$ cat src/rtl/knn_pkg.sv
// Shared KNN definitions: vote FSM state encoding and a constant-foldable clog2 used for width derivation.
package knn_pkg;

    typedef enum logic [1:0] {
        ST_IDLE,
        ST_COUNT,
        ST_SELECT,
        ST_DONE
    } knn_state_e;

    function automatic int knn_clog2(input int value);
        int result;
        result = 0;
        while ((1 << result) < value) begin
            result = result + 1;
        end
        return result;
    endfunction

endpackage

$ cat src/rtl/knn_vote_argmax.sv
// Running arg-max over per-class vote counts; ties resolve to the class whose first vote came from the nearer rank.
module knn_vote_argmax
    import knn_pkg::*;
#(
    parameter int TYPE_W = 2,
    parameter int VW     = 3
) (
    input  logic              clk,
    input  logic              rst,
    input  logic              i_init,
    input  logic              i_en,
    input  logic [TYPE_W-1:0] i_class,
    input  logic [VW-1:0]     i_cnt,
    input  logic [VW-1:0]     i_rank,
    output logic [TYPE_W-1:0] o_best_class,
    output logic [VW-1:0]     o_best_cnt
);

    logic [TYPE_W-1:0] r_best_class;
    logic [VW-1:0]     r_best_cnt;
    logic [VW-1:0]     r_best_rank;
    logic              w_take;

    // A zero count never wins a tie, so an all-empty scan leaves class 0 with zero votes.
    assign w_take = (i_cnt > r_best_cnt) ||
                    ((i_cnt == r_best_cnt) && (i_cnt != '0) && (i_rank < r_best_rank));

    always_ff @(posedge clk or negedge rst) begin
        if (!rst) begin
            r_best_class <= '0;
            r_best_cnt   <= '0;
            r_best_rank  <= '1;
        end else if (i_init) begin
            r_best_class <= '0;
            r_best_cnt   <= '0;
            r_best_rank  <= '1;
        end else if (i_en && w_take) begin
            r_best_class <= i_class;
            r_best_cnt   <= i_cnt;
            r_best_rank  <= i_rank;
        end
    end

    assign o_best_class = r_best_class;
    assign o_best_cnt   = r_best_cnt;

endmodule

$ cat src/rtl/knn_vote.sv
// KNN majority vote over the K nearest sorted entries; fixed K+C+1 cycle latency from capture to class_valid.
// Optional distance gating via KNN_VOTE_DIST_THRESH_EN (adds max_dist input and reject output).
module knn_vote
    import knn_pkg::*;
#(
    parameter int L      = 3,
    parameter int W      = 16,
    parameter int TYPE_W = 2,
    parameter int K      = 5
) (
    input  logic                          clk,
    input  logic                          rst,
    input  logic                          valid_sort,
    input  logic [W*(1<<L)-1:0]           distance_array_sorted,
    input  logic [TYPE_W*(1<<L)-1:0]      type_array_sorted,
`ifdef KNN_VOTE_DIST_THRESH_EN
    input  logic [W-1:0]                  max_dist,
    output logic                          reject,
`endif
    output logic                          in_ready,
    output logic [TYPE_W-1:0]             class_out,
    output logic [knn_clog2(K+1)-1:0]     vote_count,
    output logic                          class_valid,
    output logic                          overrun
);

    localparam int N  = 1 << L;
    localparam int C  = 1 << TYPE_W;
    localparam int VW = knn_clog2(K + 1);
    localparam int IW = (VW > TYPE_W) ? VW : TYPE_W;

    generate
        if (K < 1 || K > N) begin : g_bad_k
            $error("knn_vote: K must lie in 1..N");
        end
    endgenerate

    knn_state_e        r_state;
    knn_state_e        w_next;
    logic [TYPE_W-1:0] r_types [K];
    logic [VW-1:0]     r_cnt [C];
    logic [VW-1:0]     r_first_rank [C];
    logic [IW-1:0]     r_idx;
    logic              w_capture;
    logic              w_last_count;
    logic              w_last_select;
    logic [TYPE_W-1:0] w_type;
    logic              w_qualify;
    logic [VW-1:0]     w_sel_cnt;
    logic [VW-1:0]     w_sel_rank;
    logic [TYPE_W-1:0] w_best_class;
    logic [VW-1:0]     w_best_cnt;
    logic              r_class_valid;
    logic              r_overrun;
    logic [TYPE_W-1:0] r_class_out;
    logic [VW-1:0]     r_vote_count;
    logic              w_unused_bits;
`ifdef KNN_VOTE_DIST_THRESH_EN
    logic [W-1:0]      r_dists [K];
    logic [W-1:0]      r_max_dist;
    logic [W-1:0]      w_dist;
    logic              r_reject;
`endif

    // Entries beyond K (and distances in the ungated build) are intentionally ignored.
    assign w_unused_bits = ^{type_array_sorted, distance_array_sorted};

    assign w_capture     = (r_state == ST_IDLE) && valid_sort;
    assign w_last_count  = (r_idx == IW'(K - 1));
    assign w_last_select = (r_idx == IW'(C - 1));

    always_ff @(posedge clk or negedge rst) begin
        if (!rst) begin
            r_state <= ST_IDLE;
        end else begin
            r_state <= w_next;
        end
    end

    always_comb begin
        w_next = r_state;
        case (r_state)
            ST_IDLE:   if (valid_sort)    w_next = ST_COUNT;
            ST_COUNT:  if (w_last_count)  w_next = ST_SELECT;
            ST_SELECT: if (w_last_select) w_next = ST_DONE;
            ST_DONE:                      w_next = ST_IDLE;
            default:                      w_next = ST_IDLE;
        endcase
    end

    always_ff @(posedge clk or negedge rst) begin
        if (!rst) begin
            for (int r = 0; r < K; r++) begin
                r_types[r] <= '0;
`ifdef KNN_VOTE_DIST_THRESH_EN
                r_dists[r] <= '0;
`endif
            end
`ifdef KNN_VOTE_DIST_THRESH_EN
            r_max_dist <= '0;
`endif
        end else if (w_capture) begin
            for (int r = 0; r < K; r++) begin
                r_types[r] <= type_array_sorted[TYPE_W*r +: TYPE_W];
`ifdef KNN_VOTE_DIST_THRESH_EN
                r_dists[r] <= distance_array_sorted[W*r +: W];
`endif
            end
`ifdef KNN_VOTE_DIST_THRESH_EN
            r_max_dist <= max_dist;
`endif
        end
    end

    // Entry r_idx of the latched arrays and whether it may vote.
    always_comb begin
        w_type    = '0;
        w_qualify = 1'b1;
`ifdef KNN_VOTE_DIST_THRESH_EN
        w_dist = '0;
`endif
        for (int r = 0; r < K; r++) begin
            if (r_idx == IW'(r)) begin
                w_type = r_types[r];
`ifdef KNN_VOTE_DIST_THRESH_EN
                w_dist = r_dists[r];
`endif
            end
        end
`ifdef KNN_VOTE_DIST_THRESH_EN
        w_qualify = (w_dist <= r_max_dist);
`endif
    end

    always_comb begin
        w_sel_cnt  = '0;
        w_sel_rank = '0;
        for (int c = 0; c < C; c++) begin
            if (r_idx == IW'(c)) begin
                w_sel_cnt  = r_cnt[c];
                w_sel_rank = r_first_rank[c];
            end
        end
    end

    always_ff @(posedge clk or negedge rst) begin
        if (!rst) begin
            for (int c = 0; c < C; c++) begin
                r_cnt[c]        <= '0;
                r_first_rank[c] <= '0;
            end
        end else if (w_capture) begin
            for (int c = 0; c < C; c++) begin
                r_cnt[c]        <= '0;
                r_first_rank[c] <= '0;
            end
        end else if (r_state == ST_COUNT && w_qualify) begin
            for (int c = 0; c < C; c++) begin
                if (w_type == TYPE_W'(c)) begin
                    if (r_cnt[c] == '0) begin
                        r_first_rank[c] <= VW'(r_idx);
                    end
                    r_cnt[c] <= r_cnt[c] + 1'b1;
                end
            end
        end
    end

    // One index walks the ranks in COUNT and then the classes in SELECT.
    always_ff @(posedge clk or negedge rst) begin
        if (!rst) begin
            r_idx <= '0;
        end else if (w_capture) begin
            r_idx <= '0;
        end else if (r_state == ST_COUNT) begin
            r_idx <= w_last_count ? '0 : r_idx + 1'b1;
        end else if (r_state == ST_SELECT) begin
            r_idx <= r_idx + 1'b1;
        end
    end

    knn_vote_argmax #(
        .TYPE_W (TYPE_W),
        .VW     (VW)
    ) u_argmax (
        .clk          (clk),
        .rst          (rst),
        .i_init       (w_capture),
        .i_en         (r_state == ST_SELECT),
        .i_class      (TYPE_W'(r_idx)),
        .i_cnt        (w_sel_cnt),
        .i_rank       (w_sel_rank),
        .o_best_class (w_best_class),
        .o_best_cnt   (w_best_cnt)
    );

    always_ff @(posedge clk or negedge rst) begin
        if (!rst) begin
            r_class_valid <= 1'b0;
            r_overrun     <= 1'b0;
            r_class_out   <= '0;
            r_vote_count  <= '0;
`ifdef KNN_VOTE_DIST_THRESH_EN
            r_reject      <= 1'b0;
`endif
        end else begin
            r_class_valid <= (r_state == ST_DONE);
            r_overrun     <= valid_sort && (r_state != ST_IDLE);
            if (r_state == ST_DONE) begin
                r_class_out  <= w_best_class;
                r_vote_count <= w_best_cnt;
`ifdef KNN_VOTE_DIST_THRESH_EN
                r_reject     <= (w_best_cnt == '0);
`endif
            end
        end
    end

    assign in_ready    = (r_state == ST_IDLE);
    assign class_out   = r_class_out;
    assign vote_count  = r_vote_count;
    assign class_valid = r_class_valid;
    assign overrun     = r_overrun;
`ifdef KNN_VOTE_DIST_THRESH_EN
    assign reject      = r_reject;
`endif

endmodule

$ cat config.mk
export PLATFORM = sky130hd
export DESIGN_NAME = knn_vote
export DESIGN_NICKNAME = d
export VERILOG_FILES = /design/src/rtl/knn_pkg.sv /design/src/rtl/knn_vote_argmax.sv /design/src/rtl/knn_vote.sv
export SDC_FILE = /design/constraint.sdc
export NUM_CORES = 1
export LEC_CHECK = 0
export BUFFER_PORTS_ARGS = -buffer_cell sky130_fd_sc_hd__buf_2
export CORE_ASPECT_RATIO = 1.5
export CORE_MARGIN = 2
export CORE_UTILIZATION = 49
export CTS_CLUSTER_SIZE = 28
export DETAILED_ROUTE_END_ITERATION = 10
export PLACE_DENSITY = 0.94
export REMOVE_ABC_BUFFERS = 1
export SLEW_MARGIN = 30
export SYNTH_ARGS = -nofsm -noshare
export SYNTH_HDL_FRONTEND = slang
export SYNTH_SLANG_ARGS = --single-unit
$ cat constraint.sdc
create_clock -name clk -period 5.7 [get_ports clk]
set_clock_uncertainty 0.1 [all_clocks]
set_input_delay 0 -clock clk [delete_from_list [all_inputs] [get_ports clk]]
set_output_delay 0 -clock clk [all_outputs]
set_load 0.005 [all_outputs]
==> summary.md, run 1 <==
| Metric | Value |
|---|---|
| Pwr dens | `552 nW/µm²` |
| Fmax achieved | `roughly 250 MHz` |
| Most frequent cells in the layout | `nand2_1 (54), dfrtp_1 (51), nor2_1 (31)` |
| Largest net degree at the start of global routing | `55` |
| Status | `complete, no violations` |
| Vias per cell | `between 5 and 6` |
| Ys async rst share | `1.00` |
| H-tree depth | `2` |
| Slew HR | `0.470` |
| Synthesized instance count | `316` |
| Final min period | `3970 ps` |
| Synthesized area per cell | `9.53 µm²` |
| VDD IR-drop max | `0.246 mV` |
| Clk buf depth | `2` |
| Max FO, Critical Path | `11` |
| Post-synth top area share | `0.424` |
| Initial antenna violation count | `0` |
| Setup Crit Path Kind | `register to register` |
| Number of placement rows | `35` |
| Drt total wl | `6670 µm` |
| Diodes inserted | `0` |
| Synth top area cells | `dfrtp_1 (42%), ha_1 (9.1%), mux2i_1 (7.0%), nand2_1 (6.7%), nor2_1 (3.9%)` |
| Yosys Warn Count | `0` |
| Leak | `0.00167 µW` |
| Post-synth EDFFs | `0` |
| CTS tree | `done` |
| Worst Path Required | `5830 ps` |
| Antenna-violating nets left | `0` |
| Clk Latency, worst-skew pair | `310 ps` |
| Mapped cell area | `3010 µm²` |
| Die area | `6800 µm²` |
| Vias in the first global route | `2452` |
| Chip height | `100 µm` |
| Area leader, netlist | `dfrtp_1` |
| TNS Setup | `0 ps` |
| Period utilization | `0.697` |
| Share of layout cells above drive strength 1 | `0.142` |
| Vias post-DR | `2372` |
| Nets | `512` |
| Root Buffer | `clkbuf_8` |
| DR iter-0 viols | `86` |
| Ports | `155` |
| Complex-gate fraction of the synthesized area | `0.118` |
| Final Util | `0.564` |
| Most common cell after layout, fill and taps aside | `nand2_1` |
| Maxcap violations | `0` |
| CP startpoint kind | `register` |
| Postcts setup bufs | `0` |
| CTS buffer count | `5` |
| Drc violations | `0` |
| PortBufs | `20` |
| Met2 Track Usage GR | `0.362` |
| Clk slew on worst S/H paths | `100 ps` |
| Post-cts resize count | `0` |
| RSZ-0062 raised after global routing | `no` |
| Fillers | `529` |
| Yosys reg bits | `54` |
| WP data arrival | `between 4000 and 5000 ps` |
| Die Wd | `68.0 µm` |
| Primary FF master, synth | `dfrtp_1` |
| Area growth, synth to finish | `13.2%` |
| Clk sinks | `between 50 and 60` |
| Largest family of logic cells by synthesized area | `simple AND/OR/NAND/NOR gates` |
| Yosys cell types | `47` |
| HPWL Detailed | `about 4600 µm` |
| GR Util met1 | `0.244` |
| Top Usage Layer GRT | `met2` |
| Adder-Cell Fraction of Synth Area | `0.0914` |
| GRT Util Overall | `0.211` |
| Met3 Usage GRT | `0.0336` |
| First-pass GRT wire length | `11000 µm` |
| Critical Path Sink Type | `register` |
| Post-CTS Hold Buffers | `12` |
| Tightest Hold Check Type | `primary input to asynchronous set/reset pin` |
| Slew @ Worst Pin | `790 ps` |
| Fin. Hold Viols | `0` |
| Total grt overflow | `0` |
| WL/cell | `16.0 µm` |
| Final setup violation count | `0` |
| Seq/Total Area, Yosys | `0.450` |
| Post-synthesis simple-gate area fraction | `0.174` |
| XOR/XNOR Fraction of Synth Area | `0.0233` |
| Core box area | `6040 µm²` |
| Post-synthesis mux area share | `0.0885` |
| DRT Pass-1 Iters | `6` |
| Max-slew violations | `0` |
| Starting Density | `0.499` |
| Routability cong. | `0.896` |
[cell usage after synthesis (3+ instances only)]
library cell  count
a21oi_1          17
and3_1            3
buf_2             4
clkbuf_1          8
dfrtp_1          51
dfstp_2           3
ha_1             22
inv_1            23
mux2_2            5
mux2i_1          21
nand2_1          54
nand3_1          10
nand3b_1          3
nor2_1           31
nor2b_1           3
o21ai_0          12
xnor2_1           5
xor2_1            3
[through the flow]
step	cells	area (µm²)	power (µW)	setup WS (ps)	hold WS [ps]
after detailed placement	398	3150	1560	1880	62.5
final	418	3410	1880	1730	228
after global routing	418	3410	2030	1510	329
after floorplan	302	2940	1310	2580	-396
after global placement	398	3150	1490	2010	57.2
after CTS	418	3410	1880	1780	261
[metal layers]
metal  share of wire  up-vias
li1                -     1110
met1            0.41     1152
met2            0.51       89
met3           0.042       21
met4           0.035        0
met5               0        -
[layout make-up]
| type | instances | area [µm²] | area share |
|---|---|---|---|
| clock buffers | 5 | 68.8 | 0.0202 |
| clock inverters | 3 | 68.8 | 0.0202 |
| inverters | 25 | 93.8 | 0.0275 |
| multi-input cells | 223 | 1500 | 0.439 |
| flip-flops and latches | 54 | 1360 | 0.397 |
| well taps | 74 | 92.6 | 0.0271 |
| repair buffers | 34 | 235 | 0.0690 |
[critical path, cell delays in order (launching register included)]
cell	delay (ps)
dfrtp_1	560
ha_1	240
ha_1	490
or2_1	410
a21oi_1	80
a22o_2	300
ha_1	310
nand3_1	110
a211o_1	300
o41ai_4	690
mux2i_1	300
[power breakdown]
part	internal, µW	switching, µW	leakage, µW	total (µW)
sequential	532	112	0.000710	644
combinational	373	563	0.000891	936
clock	176	127	0.0000683	303
total	1080	803	0.00167	1880
[sequential cells by signal, indices dropped and copies added (netlist names)]
register	flops
class_out	2
class_valid	1
overrun	1
r_cnt	12
r_first_rank	12
r_idx	3
r_state	2
r_types	10
u_argmax.o_best_class	2
u_argmax.o_best_cnt	3
u_argmax.r_best_rank	3
vote_count	3
[final timing paths]
| check | cells past startpoint | end | slack [ps] | from |
|---|---|---|---|---|
| max in group asynchronous | 3 | r_first_rank[0] | 4790 | rst |
| min in group clk | 4 | r_types[1] | 300 | type_array_sorted[9] |
| hold / removal | 3 | r_types[8] | 230 | rst |
| setup reg to reg | 10 | u_argmax.o_best_cnt[1] | 1730 | r_idx[1] |
| setup / recovery | 10 | u_argmax.o_best_cnt[1] | 1730 | r_idx[1] |
| hold reg to reg | 2 | r_types[1] | 380 | r_types[1] |
[kinds of logic (layout without fill, tap and decap cells)]
logic type | count (synthesis) | after routing
AND/OR/NAND/NOR | 116 | 116
XOR/XNOR | 8 | 8
adder cells (fa/ha/maj) | 22 | 22
flip-flops | 54 | 54
AO/OA/AOI/OAI | 51 | 51
multiplexers | 26 | 26
buffers and inverters | 39 | 67
(Power assumes the default switching activity.)
==> inputs of run 2 (changes only) <==
--- a/config.mk
+++ b/config.mk
@@ -8,10 +8,10 @@
 export BUFFER_PORTS_ARGS = -buffer_cell sky130_fd_sc_hd__buf_2
 export CORE_ASPECT_RATIO = 1.5
 export CORE_MARGIN = 2
-export CORE_UTILIZATION = 49
+export CORE_UTILIZATION = 41
 export CTS_CLUSTER_SIZE = 28
 export DETAILED_ROUTE_END_ITERATION = 10
-export PLACE_DENSITY = 0.94
+export PLACE_DENSITY = 0.84
 export REMOVE_ABC_BUFFERS = 1
 export SLEW_MARGIN = 30
 export SYNTH_ARGS = -nofsm -noshare
==> constraint.sdc (replaced) <==
create_clock -name clk -period 3.23 [get_ports clk]
set_clock_uncertainty 0.1 [all_clocks]
set_input_delay 0 -clock clk [delete_from_list [all_inputs] [get_ports clk]]
set_output_delay 0 -clock clk [all_outputs]
set_load 0.005 [all_outputs]
==> run 2 against run 1 <==
  * Die area increased by 19%
  * First-iteration DRC count up 36%
  * Sequential power grew 74%
  * Critical endpoint is now u_argmax.r_best_rank[0]
  * Clock-buffer cell count increased by 2
  * Worst setup slack lost 1600 ps
==> summary.md, run 2 (same netlist as run 1, synthesis figures left out) <==
| Metric | Value |
|---|---|
| Status | `complete, no violations (unchanged)` |
| RSZ-0062 raised after global routing | `no (unchanged)` |
| GR Util met1 | `0.179 (was 0.244)` |
| First-pass GRT wire length | `10900 µm (was 11000 µm)` |
| WP data arrival | `3210 ps (was 4100 ps)` |
| Most frequent cells in the layout | `nand2_1 (54), dfrtp_1 (49), nor2_1 (31) (was nand2_1 (54), dfrtp_1 (51), nor2_1 (31))` |
| Largest net degree at the start of global routing | `46 (was 55)` |
| Starting Density | `0.420 (was 0.499)` |
| Die area | `8060 µm² (was 6800 µm²)` |
| Top Usage Layer GRT | `met2 (unchanged)` |
| Period utilization | `0.948 (was 0.697)` |
| WL/cell | `14.4 µm (was 16.0 µm)` |
| CTS tree | `done (unchanged)` |
| CTS buffer count | `5 (unchanged)` |
| Maxcap violations | `0 (unchanged)` |
| Ports | `155 (unchanged)` |
| Reg2reg path depth | `11 (was 10)` |
| Root Buffer | `clkbuf_8 (unchanged)` |
| Share of layout cells above drive strength 1 | `0.194 (was 0.142)` |
| Slew @ Worst Pin | `711 ps (was 790 ps)` |
| Met2 Track Usage GR | `0.316 (was 0.362)` |
| Core box area | `7180 µm² (was 6040 µm²)` |
| RR Endpoint | `u_argmax.r_best_rank[0] (was u_argmax.o_best_cnt[1])` |
| R2r setup slk | `170 ps (was 1730 ps)` |
| VDD IR-drop max | `0.275 mV (was 0.246 mV)` |
| Fin. Hold Viols | `0 (unchanged)` |
| Worst Slack Setup Final | `169 ps (was 1730 ps)` |
| Max FO, Critical Path | `7 (was 11)` |
| Die Wd | `74.0 µm (was 68.0 µm)` |
| Critical Path Sink Type | `register (unchanged)` |
| Chip height | `109 µm (was 100 µm)` |
| DR iter-0 viols | `117 (was 86)` |
| Max-slew violations | `0 (unchanged)` |
| Clk buf depth | `2 (unchanged)` |
| Worst Path Required | `3380 ps (was 5830 ps)` |
| Clk slew on worst S/H paths | `100 ps (about the same)` |
| GRT Util Overall | `0.176 (was 0.211)` |
| Vias in the first global route | `2450 (was 2452)` |
| Total grt overflow | `0 (unchanged)` |
| Met3 Usage GRT | `0.0444 (was 0.0336)` |
| CP startpoint kind | `register (unchanged)` |
| Hold Slack | `158 ps (was 228 ps)` |
| Vias post-DR | `2376 (was 2372)` |
| Number of placement rows | `38 (was 35)` |
| Most common cell after layout, fill and taps aside | `nand2_1 (unchanged)` |
| Antenna-violating nets left | `0 (unchanged)` |
| Vias per cell | `5.17 (was 5.67)` |
| Final min period | `3060 ps (was 3970 ps)` |
| H-tree depth | `2 (unchanged)` |
| Initial antenna violation count | `0 (unchanged)` |
| Tightest Hold Check Type | `primary input to asynchronous set/reset pin (unchanged)` |
| HPWL Detailed | `4660 µm (was 4630 µm)` |
| DRT Pass-1 Iters | `4 (was 6)` |
| Diodes inserted | `0 (unchanged)` |
| Pwr dens | `938 nW/µm² (was 552 nW/µm²)` |
| Multi-input gate area | `1510 µm² (was 1500 µm²)` |
| Fmax achieved | `327 MHz (was 252 MHz)` |
| Slew HR | `0.526 (was 0.470)` |
| Routability cong. | `0.792 (was 0.896)` |
| Placement Setup Slack | `-15.0 ps (was 1880 ps)` |
| Leak | `0.00172 µW (was 0.00167 µW)` |
| Drt total wl | `6610 µm (was 6670 µm)` |
| PortBufs | `20 (unchanged)` |
| Drc violations | `0 (unchanged)` |
| Clk sinks | `54 (unchanged)` |
| Fillers | `615 (was 529)` |
| Nets | `528 (was 512)` |
| Reg-to-reg critical path startpoint | `r_idx[0] (was r_idx[1])` |
| Area growth, synth to finish | `17.2% (was 13.2%)` |
| Reg area | `1360 µm² (about the same)` |
| Biggest regs | `r_cnt (12), r_first_rank (12), r_types (10) (unchanged)` |
| Clk Latency, worst-skew pair | `320 ps (was 310 ps)` |
| Setup Crit Path Kind | `register to register (unchanged)` |
| Final setup violation count | `0 (unchanged)` |
## run 2: metal layers
layer | routed length [µm] | vias up
met5 | 0 | -
met4 | 293 | 0
met3 | 234 | 18
met2 | 3530 | 60
met1 | 2560 | 1157
li1 | - | 1141
## run 2: timing repair
action                                  in CTS  in global routing
hold endpoints to repair                    39                  0
buffers inserted                             2                  0
resized for setup                            0                  8
pin swaps                                    1                  0
hold buffers                                12                  0
endpoints found under the setup margin       7                 14
## run 2: area by class of cell
| type | instances | area share |
|---|---|---|
| Sequential cell | 54 | 0.384 |
| Multi-Input combinational cell | 223 | 0.427 |
| Inverter | 25 | 0.0266 |
| Tap cell | 100 | 0.0354 |
| Clock inverter | 1 | 0.00142 |
| Timing Repair Buffer | 50 | 0.101 |
| Clock buffer | 7 | 0.0245 |
## run 2: how the worst max path moves through the flow
stage / from / endpoint / slack [ps]
after CTS: r_idx[1] / r_first_rank[10] / 70
final: r_idx[0] / u_argmax.r_best_rank[0] / 170
after global placement: r_idx[0] / u_argmax.r_best_rank[1] / 40
after detailed placement: r_idx[0] / u_argmax.r_best_rank[0] / -10
after global routing: r_idx[0] / u_argmax.r_best_rank[0] / 30
after floorplan: r_idx[0] / u_argmax.r_best_rank[1] / 110
## run 2: per-stage QoR
| stage | cells | utilization | power [µW] | TNS [ps] | cell area [µm²] |
|---|---|---|---|---|---|
| floorplan | 302 | - | 2300 | 0 | 2940 |
| global placement | 438 | 0.458 | 2740 | 0 | 3290 |
| detailed placement | 438 | 0.458 | 2830 | -34.8 | 3290 |
| CTS | 460 | 0.489 | 3280 | 0 | 3510 |
| global route | 460 | 0.492 | 3600 | 0 | 3530 |
| finish | 460 | 0.492 | 3310 | 0 | 3530 |
## run 2: power breakdown
part | switching, µW | internal (µW) | leakage (µW)
Combinational | 1000 | 790 | 0.000968
Sequential | 179 | 941 | 0.000707
Clock | 223 | 174 | 0.0000482
## run 2: worst max-delay path: stages (launching register included)
cell,delay [ps]
dfrtp_2,480
ha_1,220
ha_1,200
or2_4,280
a21oi_2,130
a22oi_2,100
ha_1,290
nand3_1,80
a211o_1,300
o41ai_4,390
buf_4,220
mux2i_1,210
